[config.mk]
export PLATFORM = sky130hd
export DESIGN_NAME = led_shift_tx
export DESIGN_NICKNAME = d
export VERILOG_FILES = /design/src/rtl/led_shift_tx_pkg.sv /design/src/rtl/led_shift_phase.sv /design/src/rtl/led_shift_tx.sv
export SDC_FILE = /design/constraint.sdc
export NUM_CORES = 1
export LEC_CHECK = 0
export ABC_AREA = 1
export CAP_MARGIN = 20
export CORE_MARGIN = 2
export CORE_UTILIZATION = 50
export CTS_CLUSTER_SIZE = 10
export DETAILED_ROUTE_END_ITERATION = 6
export PLACE_DENSITY = 0.84
export SETUP_SLACK_MARGIN = 0.02
export SLEW_MARGIN = 20
export SYNTH_ARGS = -nofsm -noshare
export SYNTH_HDL_FRONTEND = slang
export SYNTH_SLANG_ARGS = --single-unit
[constraint.sdc]
create_clock -name clk -period 3.65 [get_ports clk]
set_input_delay 0.365 -clock clk [delete_from_list [all_inputs] [get_ports clk]]
set_output_delay 0.365 -clock clk [all_outputs]
set_load 0.01 [all_outputs]
[src/rtl/led_shift_tx_pkg.sv]
// Shared FSM encoding and default sizing for the LED shift-register transmitter.
// No logic, no latency, no flow control; types and constants only.
// Importers override the defaults through their own parameters.
package led_shift_tx_pkg;

    typedef enum logic [1:0] {
        ST_IDLE  = 2'd0,
        ST_SHIFT = 2'd1,
        ST_LATCH = 2'd2
    } state_t;

    localparam int DEF_DATA_BITS       = 16;
    localparam int DEF_DATA_COUNT_BITS = 4;
    localparam int DEF_HALF_PERIOD     = 2;

endpackage

[src/rtl/led_shift_phase.sv]
// Half-period timer: tick marks the last cycle of each half period, s_clk toggles on it.
// Latency: s_clk changes one cycle after the tick cycle; tick is valid while en is high.
// No backpressure; dropping en parks the counter and s_clk at zero.
module led_shift_phase
    import led_shift_tx_pkg::*;
#(
    parameter int HALF_PERIOD = DEF_HALF_PERIOD
) (
    input  logic clk,
    input  logic rst,
    input  logic en,
    input  logic lvl_en,
    output logic tick,
    output logic s_clk
);

    localparam int CNT_W = (HALF_PERIOD > 1) ? $clog2(HALF_PERIOD) : 1;
    localparam logic [CNT_W-1:0] CNT_LAST = CNT_W'(HALF_PERIOD - 1);

    logic [CNT_W-1:0] cnt;

    assign tick = en && (cnt == CNT_LAST);

    always_ff @(posedge clk or posedge rst) begin
        if (rst) begin
            cnt   <= '0;
            s_clk <= 1'b0;
        end else if (!en) begin
            cnt   <= '0;
            s_clk <= 1'b0;
        end else if (tick) begin
            cnt <= '0;
            // Level only toggles while shifting; the latch window stays low.
            s_clk <= lvl_en ? ~s_clk : 1'b0;
        end else begin
            cnt <= cnt + CNT_W'(1);
        end
    end

endmodule

[src/rtl/led_shift_tx.sv]
// Serialises one DATA_BITS word MSB-first to an external shift-register chain, then latches it.
// Latency: busy rises 1 cycle after the Start edge; done pulses DATA_BITS*2*HALF_PERIOD+HALF_PERIOD cycles later.
// No backpressure; requests arriving while busy are dropped, not queued.
module led_shift_tx
    import led_shift_tx_pkg::*;
#(
    parameter int DATA_BITS       = DEF_DATA_BITS,
    parameter int DATA_COUNT_BITS = DEF_DATA_COUNT_BITS,
    parameter int HALF_PERIOD     = DEF_HALF_PERIOD
) (
    input  logic                 clk,
    input  logic                 rst,
    input  logic                 Start,
    input  logic [DATA_BITS-1:0] P_Data,
    output logic                 s_clk,
    output logic                 sout,
    output logic                 s_clrn,
    output logic                 s_pen,
    output logic                 busy,
    output logic                 done
);

    localparam logic [DATA_COUNT_BITS-1:0] LAST_BIT = DATA_COUNT_BITS'(DATA_BITS - 1);

    state_t                     state;
    state_t                     state_nxt;
    logic                       start_q;
    logic                       req;
    logic                       load;
    logic                       shift_en;
    logic                       ph_tick;
    logic [DATA_BITS-1:0]       shreg;
    logic [DATA_COUNT_BITS-1:0] bit_cnt;

    // start_q resets high so a Start held across reset release is not an edge.
    assign req  = Start && !start_q;
    assign sout = shreg[DATA_BITS-1];

    led_shift_phase #(
        .HALF_PERIOD(HALF_PERIOD)
    ) u_phase (
        .clk    (clk),
        .rst    (rst),
        .en     (state != ST_IDLE),
        .lvl_en (state == ST_SHIFT),
        .tick   (ph_tick),
        .s_clk  (s_clk)
    );

    always_ff @(posedge clk or posedge rst) begin
        if (rst) begin
            state <= ST_IDLE;
        end else begin
            state <= state_nxt;
        end
    end

    always_comb begin
        state_nxt = state;
        load      = 1'b0;
        shift_en  = 1'b0;
        case (state)
            ST_IDLE: begin
                if (req) begin
                    state_nxt = ST_SHIFT;
                    load      = 1'b1;
                end
            end
            ST_SHIFT: begin
                // Advance at the end of the high phase so sout holds across the rising edge.
                if (ph_tick && s_clk) begin
                    shift_en = 1'b1;
                    if (bit_cnt == LAST_BIT) begin
                        state_nxt = ST_LATCH;
                    end
                end
            end
            ST_LATCH: begin
                if (ph_tick) begin
                    state_nxt = ST_IDLE;
                end
            end
            default: state_nxt = ST_IDLE;
        endcase
    end

    always_ff @(posedge clk or posedge rst) begin
        if (rst) begin
            start_q <= 1'b1;
            shreg   <= '0;
            bit_cnt <= '0;
            busy    <= 1'b0;
            s_pen   <= 1'b0;
            done    <= 1'b0;
            s_clrn  <= 1'b0;
        end else begin
            start_q <= Start;
            s_clrn  <= 1'b1;
            busy    <= (state_nxt != ST_IDLE);
            s_pen   <= (state_nxt == ST_LATCH);
            done    <= (state == ST_LATCH) && (state_nxt == ST_IDLE);
            if (load) begin
                shreg   <= P_Data;
                bit_cnt <= '0;
            end else if (shift_en) begin
                shreg   <= {shreg[DATA_BITS-2:0], 1'b0};
                bit_cnt <= bit_cnt + DATA_COUNT_BITS'(1);
            end
        end
    end

endmodule

After elaboration in Yosys (flattened, before gate mapping):

Index checks and enable logic that the tools add are counted.

* output and inout port bits: 6
* bits in registers: 29
* bits of input ports: 19

* bitwise logic cells: 1
* multiplexer cells: 18
* equality and inequality tests: 5
* reduce and logical (&&, ||, !) cells: 10
* add/sub/neg operators: 2

Operator list (number)
* 16-bit 2-to-1 mux: 2
* 1-bit 2-to-1 mux: 9
* 2-bit 2-to-1 mux: 4
* 4-bit 2-to-1 mux: 2
* 2-bit case mux with 3 select lines: 1
* 2-bit nonzero test: 3
* 4-bit by 1-bit adder with 4-bit output (second input constant): 1
* 2-bit equality test (second input constant): 2
* 4-bit equality test (second input constant): 1
* 1-bit logical AND: 4
* 2-bit logical NOT: 2
* 2-bit by 1-bit equality test with 1-bit output (second input constant): 1
* 2-bit != test (second input constant): 1
* 1-bit adder (second input constant): 1
* 1-bit logical NOT: 1
* 1-bit inverter: 1

Depth between registers and ports, before layout:

Gate-level depths: netlist of the first run.

* depth after elaboration: 7
* mapped depth: 8
* depth with buffers taken out: 7

By module:

Synthesis of the first run repeated with hierarchy kept, for this count alone.

* cells, all modules: 155
* area total of the unflattened synthesis: 1388.8 µm²

By module, submodules not included
* led_shift_tx: area an instance 1297.5 µm², cells an instance 143, instances 1, sequential area each 676.9 µm²
* led_shift_phase: area an instance 91.3 µm², cells an instance 12, instances 1, sequential area each 50.0 µm²

Worst setup path after synthesis of the first run:

Ideal clock, no wire load.

* path type: reg2reg
* start: register state[1]
* end: register shreg[5]
* data arrival time: 1.061 ns
* data required time: 3.526 ns
* library setup time: 0.124 ns
* setup slack: 2.465 ns
* stages on the path, launching flop included: 6
* cell sequence: dfrtp_1 -> nor2_2 -> nand2_4 -> buf_4 -> o211ai_1 -> nand2_1

* longest elaborated chain between the ends: 6
* elaborated cells on any way between the ends: 10

RTL lines
* start, declared: RTL line led_shift_tx.sv:25 `state_t state;`
* start signal, assigned: RTL line led_shift_tx.sv:54 `state <= state_nxt;`
* 2-bit nonzero test: RTL line led_shift_tx.sv:44 `.en (state != ST_IDLE),`
* 1-bit logical AND: RTL line led_shift_phase.sv:22 `assign tick = en && (cnt == CNT_LAST);`
* 1-bit logical AND: RTL line led_shift_tx.sv:71 `if (ph_tick && s_clk) begin`
* 1-bit 2-to-1 mux: RTL line led_shift_tx.sv:71
* 1-bit 2-to-1 mux: RTL line led_shift_tx.sv:62 `case (state)`
* 2-bit nonzero test (no line)
* end signal, assigned: RTL line led_shift_tx.sv:103 `shreg <= P_Data;`
* end signal, assigned: RTL line led_shift_tx.sv:106 `shreg <= {shreg[DATA_BITS-2:0], 1'b0};`
* end, declared: RTL line led_shift_tx.sv:32 `logic [DATA_BITS-1:0] shreg;`

Several ways; a longest one is shown, not always the timed one.
A chain may end at the register's enable or synchronous reset.

Worst setup path in the final report of the first run:

* start: register u_phase.s_clk
* end: output port s_clk

RTL lines
* start, declared: RTL line led_shift_phase.sv:14 `output logic s_clk`
* start signal, assigned: RTL line led_shift_phase.sv:34 `s_clk <= lvl_en ? ~s_clk : 1'b0;`
* end, declared: RTL line led_shift_tx.sv:15 `output logic s_clk,`

No word-level cell between the ends.

==> results of run 1 <==
-- cells in the final DEF, fill, tap and decap left out, drive strengths merged --
cell,n
nand3b,1
dfstp,1
a21oi,5
ha,1
nand3,11
clkinv,2
clkbuf,7
nand2,56
o211ai,7
inv,16
dfrtp,28
o21ai,6
clkdlybuf4s50,24
nor3,3
conb,1
nor2,10
nand4,1
-- sequential cells by signal, summed over array words and instances, names as in the netlist --
register / flops
shreg: 16
bit_cnt: 4
state: 2
busy: 1
done: 1
s_clrn: 1
s_pen: 1
start_q: 1
u_phase.cnt: 1
u_phase.s_clk: 1
-- final cells by class --
| cell class | instances | area, µm² |
|---|---|---|
| Fill cell | 207 | 858 |
| Sequential cell | 29 | 727 |
| Multi-Input combinational cell | 102 | 500 |
| Timing Repair Buffer | 24 | 240 |
| Inverter | 17 | 66.3 |
| Clock buffer | 7 | 65.1 |
| Tap cell | 30 | 37.5 |
| Clock inverter | 1 | 5.00 |
-- kinds of logic after synthesis --
family	count (synthesis)
and+or+nand+nor	82
DFF	29
buffers and inverters	21
AOI/OAI and AO/OA	18
adders and majority gates	1
other	1
-- cells in the mapped netlist --
| library cell | instances |
|---|---|
| a21oi_1 | 3 |
| a21oi_2 | 2 |
| buf_4 | 2 |
| buf_6 | 2 |
| clkinv_1 | 1 |
| conb_1 | 1 |
| dfrtp_1 | 28 |
| dfstp_2 | 1 |
| ha_1 | 1 |
| inv_1 | 15 |
| inv_4 | 1 |
| nand2_1 | 52 |
| nand2_2 | 2 |
| nand2_4 | 2 |
| nand3_1 | 11 |
| nand3b_1 | 1 |
| nand4_1 | 1 |
| nor2_1 | 7 |
| nor2_2 | 2 |
| nor2_4 | 1 |
| nor3_1 | 2 |
| nor3_2 | 1 |
| o211ai_1 | 7 |
| o21ai_0 | 3 |
| o21ai_1 | 3 |
-- metrics by stage --
step | hold slack [ps] | cells | power [mW]
final | 422 | 210 | 0.571
after global routing | 454 | 210 | 0.591
after CTS | 460 | 210 | 0.579
after detailed placement | 463 | 202 | 0.358
after global placement | 464 | 202 | 0.357
after floorplan | 369 | 152 | 0.335
-- power by group --
part           switching [mW]  internal (mW)  total [mW]
registers            0.000278          0.323       0.323
clock network           0.109          0.111       0.220
logic                 0.00987         0.0179      0.0278
total                   0.119          0.452       0.571
-- metal layers --
| metal | up-vias | part of all wire | global-route usage |
|---|---|---|---|
| met5 | - | 0 | 0 |
| met4 | 0 | 0.015 | 0.0627 |
| met3 | 7 | 0.054 | 0.0651 |
| met2 | 28 | 0.50 | 0.311 |
| met1 | 502 | 0.43 | 0.209 |
| li1 | 539 | - | - |
-- worst max-delay path by stage --
| stage | startpoint | endpoint | depth (start not counted) |
|---|---|---|---|
| 2_1_floorplan | state[1]$_DFF_PP0_ | shreg[5]$_DFFE_PP0P_ | 5 |
| 3_3_place_gp | Start | shreg[2]$_DFFE_PP0P_ | 8 |
| 3_5_place_dp | Start | shreg[7]$_DFFE_PP0P_ | 8 |
| 4_1_cts | u_phase.s_clk$_DFFE_PP0P_ | s_clk | 1 |
| 5_1_grt | u_phase.s_clk$_DFFE_PP0P_ | s_clk | 1 |
| 6_report | u_phase.s_clk$_DFFE_PP0P_ | s_clk | 1 |
==> flow_summary_export.csv, run 1 <==
group,metric,value,unit
worst_setup_path,r2r-end,"shreg[7]$_DFFE_PP0P_",
timing,fin_crit_sh,0.444,
logic_synthesis,syn-num-nets,172,
placement,dpl_worst_slack,1800,ps
cts,cts_resized,0,
cts,clkSlewWorstSetupHoldPaths,90,ps
timing,slew_violations,0,
power,peakVddDrop,0.247,mV
logic_synthesis,synth_compound_area_frac,0.0865,
timing,worst_slew_pin_slew,594,ps
routing,drt_wl_total,2.46,mm
placement,placed_area,1570,µm²
worst_setup_path,cpMaxStageDelayCell,"clkdlybuf4s50_1",
worst_setup_path,worst_setup_path_end_kind,"output port",
floorplan,die_x,55.6,µm
worst_setup_path,required,3280,ps
routing,dr_total_vias,1076,
global_routing,first_global_vias,1067,
logic_synthesis,syn_area,1330,µm²
placement,portBuffers,24,
worst_setup_path,crit_buf_inv,1,
worst_setup_path,r2r_slack,2200,ps
worst_setup_path,ff2ff_path_depth,6,
timing,setup_slack,2030,ps
timing,rsz0062_at_grt,"false",
logic_synthesis,synth.distinct_cells,25,
cells_and_area,antenna_cells,0,
cells_and_area,drive_gt1_frac,0.117,
worst_setup_path,path_cells,"clkdlybuf4s50_1",
timing,fin_crit,1620,ps
timing,timing.fmax,617,MHz
cells_and_area,finalInstanceArea,1640,µm²
routing,viasPerCell,5.12,
placement,gp_congestion,0.811,
cts,hold_buffers,0,
worst_setup_path,worst_ep_arrival_time,1260,ps
worst_setup_path,critPathMaxStageDelay,540,ps
flow_run,max-cap-violations,0,
hold_path,hp-class,"in -> async",
power,power_density,348,nW/µm²
routing,drt_first_pass_iters,4,
floorplan,rows,18,
logic_synthesis,synth_top_family_by_area,"simple AND/OR/NAND/NOR gates",
timing,finalHoldViolCount,0,
logic_synthesis,synth_adder_area_share,0.00940,
routing,drt_iter0_markers,19,
global_routing,grt_util_all_layers,0.181,
floorplan,core_area,2500,µm²
worst_setup_path,r2r_start,"state[1]$_DFF_PP0_",
timing,fin_skew,4.27,ps
logic_synthesis,yosysWarnings,0,
global_routing,grt_max_degree,30,
timing,max-slew-margin-rel,0.603,
placement,hpwl,1.71,mm
logic_synthesis,synth.area.mux_share,0,
cells_and_area,final_nets,199,
worst_setup_path,critical-path-top-delay-family,"buffers and inverters",
logic_synthesis,synth.largest_area_cell,"dfrtp_1",
logic_synthesis,synth-simple-area-share,0.277,
floorplan,initial_core_util,0.533,
cts,ctsHtreeMaxLevel,2,
global_routing,antenna_found_initial,0,
cts,cts.sinks,29,
cts,clkLatencyLatePin,320,ps
worst_setup_path,critical_path_class,"reg -> out",
floorplan,ios,25,
cts,cts-buffers-inserted,5,
worst_setup_path,start_kind,"flop",
routing,drc_errors,0,
cts,root_buffer,"clkbuf_4",
cts,max-clock-path-buffers,2,
cells_and_area,final_core_util,0.657,
timing,setup_violations,0,
timing,finalSetupTns,0,ps
global_routing,globalRouteOverflowTotal,0,
power,power_leakage,0.845,nW
routing,ant_nets,0,
logic_synthesis,ys_top_cells_by_area,"dfrtp_1 53%, nand2_1 15%, inv_1 4.2%, nand3_1 4.1%, o211ai_1 3.9%",
cts,post_cts_buffers,0,
routing,wl_per_cell,11.7,µm
logic_synthesis,ys_seq_elements,29,
status,outcome,"finished clean",
floorplan,dieHeight,55.6,µm
logic_synthesis,synthXorXnorAreaFrac,0,
logic_synthesis,synth.avg_cell_area,8.76,µm²
logic_synthesis,yosysTopAreaCellShare,0.526,
floorplan,dieArea,3090,µm²
worst_setup_path,crit_fanout,3,
cells_and_area,area_growth,23.3,%
logic_synthesis,ys_seq_area_frac,0.546,
logic_synthesis,netlist_instances,152,
global_routing,grt_pass1_wl,4.37,mm
cts,cts_tree,"built",
No activity file was read; power rests on OpenSTA's default activity.
==> run 2, diff against run 1 <==
--- a/config.mk
+++ b/config.mk
@@ -8,10 +8,10 @@
 export ABC_AREA = 1
 export CAP_MARGIN = 20
 export CORE_MARGIN = 2
-export CORE_UTILIZATION = 50
+export CORE_UTILIZATION = 46
 export CTS_CLUSTER_SIZE = 10
 export DETAILED_ROUTE_END_ITERATION = 6
-export PLACE_DENSITY = 0.84
+export PLACE_DENSITY = 0.82
 export SETUP_SLACK_MARGIN = 0.02
 export SLEW_MARGIN = 20
 export SYNTH_ARGS = -nofsm -noshare
==> constraint.sdc (replaced) <==
create_clock -name clk -period 1.49 [get_ports clk]
set_input_delay 0.149 -clock clk [delete_from_list [all_inputs] [get_ports clk]]
set_output_delay 0.149 -clock clk [all_outputs]
set_load 0.01 [all_outputs]
==> run 2 against run 1 <==
  * Global-route usage shrank 0.31 points
  * Flip-flop and latch count is the same
  * Combinational power grew to 2.5 times the previous value
  * Worst setup slack lost 1900 ps
  * Non-clock buffer count grew 4
  * Critical path depth is the same
==> flow_summary_export.csv, run 2 (synthesized netlist as in run 1, its figures left out) <==
group,metric,value,unit
cells_and_area,final_common_cell,"nand2_1",
cts,cts.sinks,29,
placement,gp_congestion,0.858,
cells_and_area,antenna_cells,0,
hold_path,hp-class,"in -> async",
worst_setup_path,ff2ff_path_depth,5,
floorplan,ios,25,
cts,clkSlewWorstSetupHoldPaths,90,ps
cells_and_area,area_growth,26.8,%
placement,hpwl,1.89,mm
worst_setup_path,r2r_start,"state[1]$_DFF_PP0_",
worst_setup_path,r2r_slack,180,ps
floorplan,dieArea,3340,µm²
worst_setup_path,required,1340,ps
timing,slew_violations,0,
global_routing,first_global_vias,1099,
routing,dr_total_vias,1111,
worst_setup_path,crit_buf_inv,1,
cts,max-clock-path-buffers,2,
cells_and_area,finalInstanceArea,1690,µm²
global_routing,globalRouteOverflowTotal,0,
worst_setup_path,crit_path_start,"shreg[15]$_DFFE_PP0P_",
timing,fin_crit,1390,ps
power,peakVddDrop,0.595,mV
cts,post_cts_buffers,0,
status,outcome,"finished clean",
cts,cts-buffers-inserted,5,
floorplan,initial_core_util,0.483,
cells_and_area,drive_gt1_frac,0.130,
cts,cts_tree,"built",
timing,setup_violations,0,
worst_setup_path,worst_setup_path_end_kind,"output port",
cts,ctsHtreeMaxLevel,2,
cells_and_area,layout_common_cells,"52 x nand2_1, 28 x dfrtp_1, 23 x clkdlybuf4s50_1",
floorplan,die_x,57.8,µm
timing,finalHoldViolCount,0,
worst_setup_path,crit_fanout,2,
floorplan,dieHeight,57.8,µm
power,power_leakage,0.889,nW
routing,drc_errors,0,
routing,wl_per_cell,11.9,µm
timing,rsz0062_at_grt,"false",
cts,cts_resized,0,
worst_setup_path,r2r-end,"shreg[9]$_DFFE_PP0P_",
timing,timing.fmax,721,MHz
placement,portBuffers,24,
global_routing,grt_util_all_layers,0.178,
cells_and_area,final_nets,203,
routing,ant_nets,0,
worst_setup_path,critPathMaxStageDelay,540,ps
worst_setup_path,worst_ep_arrival_time,1240,ps
cells_and_area,top_register,"shreg",
cts,root_buffer,"clkbuf_4",
routing,drt_first_pass_iters,4,
worst_setup_path,path_cells,"clkdlybuf4s50_1",
worst_setup_path,cpMaxStageDelayCell,"clkdlybuf4s50_1",
cells_and_area,largest_reg_flops,16,
global_routing,antenna_found_initial,0,
global_routing,grt_max_degree,30,
cts,hold_buffers,0,
timing,finalSetupTns,0,ps
cells_and_area,largest_registers,"shreg x16, bit_cnt x4, state x2",
worst_setup_path,critical_path_class,"reg -> out",
worst_setup_path,cp.depth,1,
floorplan,rows,19,
routing,viasPerCell,5.17,
global_routing,grt_pass1_wl,4.52,mm
placement,placed_area,1620,µm²
worst_setup_path,start_kind,"flop",
timing,fin_skew,6.28,ps
worst_setup_path,endpoint,"sout",
routing,drt_wl_total,2.55,mm
cells_and_area,fill_cells,245,
floorplan,core_area,2760,µm²
routing,drt_iter0_markers,22,
power,power_density,834,nW/µm²
worst_setup_path,critical-path-top-delay-family,"buffers and inverters",
cts,clkLatencyLatePin,330,ps
timing,fin_crit_sh,0.931,
flow_run,max-cap-violations,0,
## run 2: cell types whose count changed in the layout (fill, tap and decap cells not counted)
cell,delta
buf_4,+3
buf_12,+1
clkdlybuf4s50_1,-1
dlymetal6s2s_1,+1
inv_1,+1
inv_2,-1
## run 2: worst min path at each step
stage,endpoint,cells after the start
3_5_place_dp,shreg[2]$_DFFE_PP0P_,2
3_3_place_gp,shreg[11]$_DFFE_PP0P_,2
6_report,done$_DFF_PP0_,3
4_1_cts,state[0]$_DFF_PP0_,3
2_1_floorplan,start_q$_DFF_PP1_,0
5_1_grt,done$_DFF_PP0_,3
## run 2: power breakdown
part           switching, mW  internal (mW)  leakage, nW
logic                 0.0240         0.0456        0.478
clock network          0.274          0.273       0.0413
registers           0.000653          0.790        0.369
total                  0.299           1.11        0.889
## run 2: routing by layer
metal,track usage,wire length [µm],vias up
li1,-,-,544
met1,0.196,1060,520
met2,0.310,1270,40
met3,0.0513,171,7
met4,0.0930,52,0
met5,0,0,-
## run 2: final cells by class
cell class / instances / area, µm² / share of cell area
clock buffers: 7 / 65.1 / 0.0385
clock inverters: 1 / 5.00 / 0.00297
inverters: 17 / 66.3 / 0.0393
multi-input cells: 102 / 500 / 0.297
flip-flops and latches: 29 / 727 / 0.431
well taps: 31 / 38.8 / 0.0230
repair buffers: 28 / 285 / 0.169
## run 2: per-stage QoR
stage | total power [mW] | setup slack [ps] | hold slack, ps | cells | utilization
2_1_floorplan | 0.821 | 305 | 153 | 152 | -
3_3_place_gp | 0.878 | 20.7 | 462 | 207 | 0.586
3_5_place_dp | 0.878 | -7.47 | 470 | 207 | 0.586
4_1_cts | 1.42 | 45.5 | 186 | 215 | 0.611
5_1_grt | 1.46 | 53.2 | 213 | 215 | 0.612
6_report | 1.41 | 102 | 173 | 215 | 0.612
==> run 3, diff against run 2 <==
--- a/config.mk
+++ b/config.mk
@@ -11,6 +11,7 @@
 export CORE_UTILIZATION = 46
 export CTS_CLUSTER_SIZE = 10
 export DETAILED_ROUTE_END_ITERATION = 6
+export HOLD_SLACK_MARGIN = 0.06
 export PLACE_DENSITY = 0.82
 export SETUP_SLACK_MARGIN = 0.02
 export SLEW_MARGIN = 20
==> results of run 3 <==
The final DEF is identical to that of run 2; final timing and power are the same.
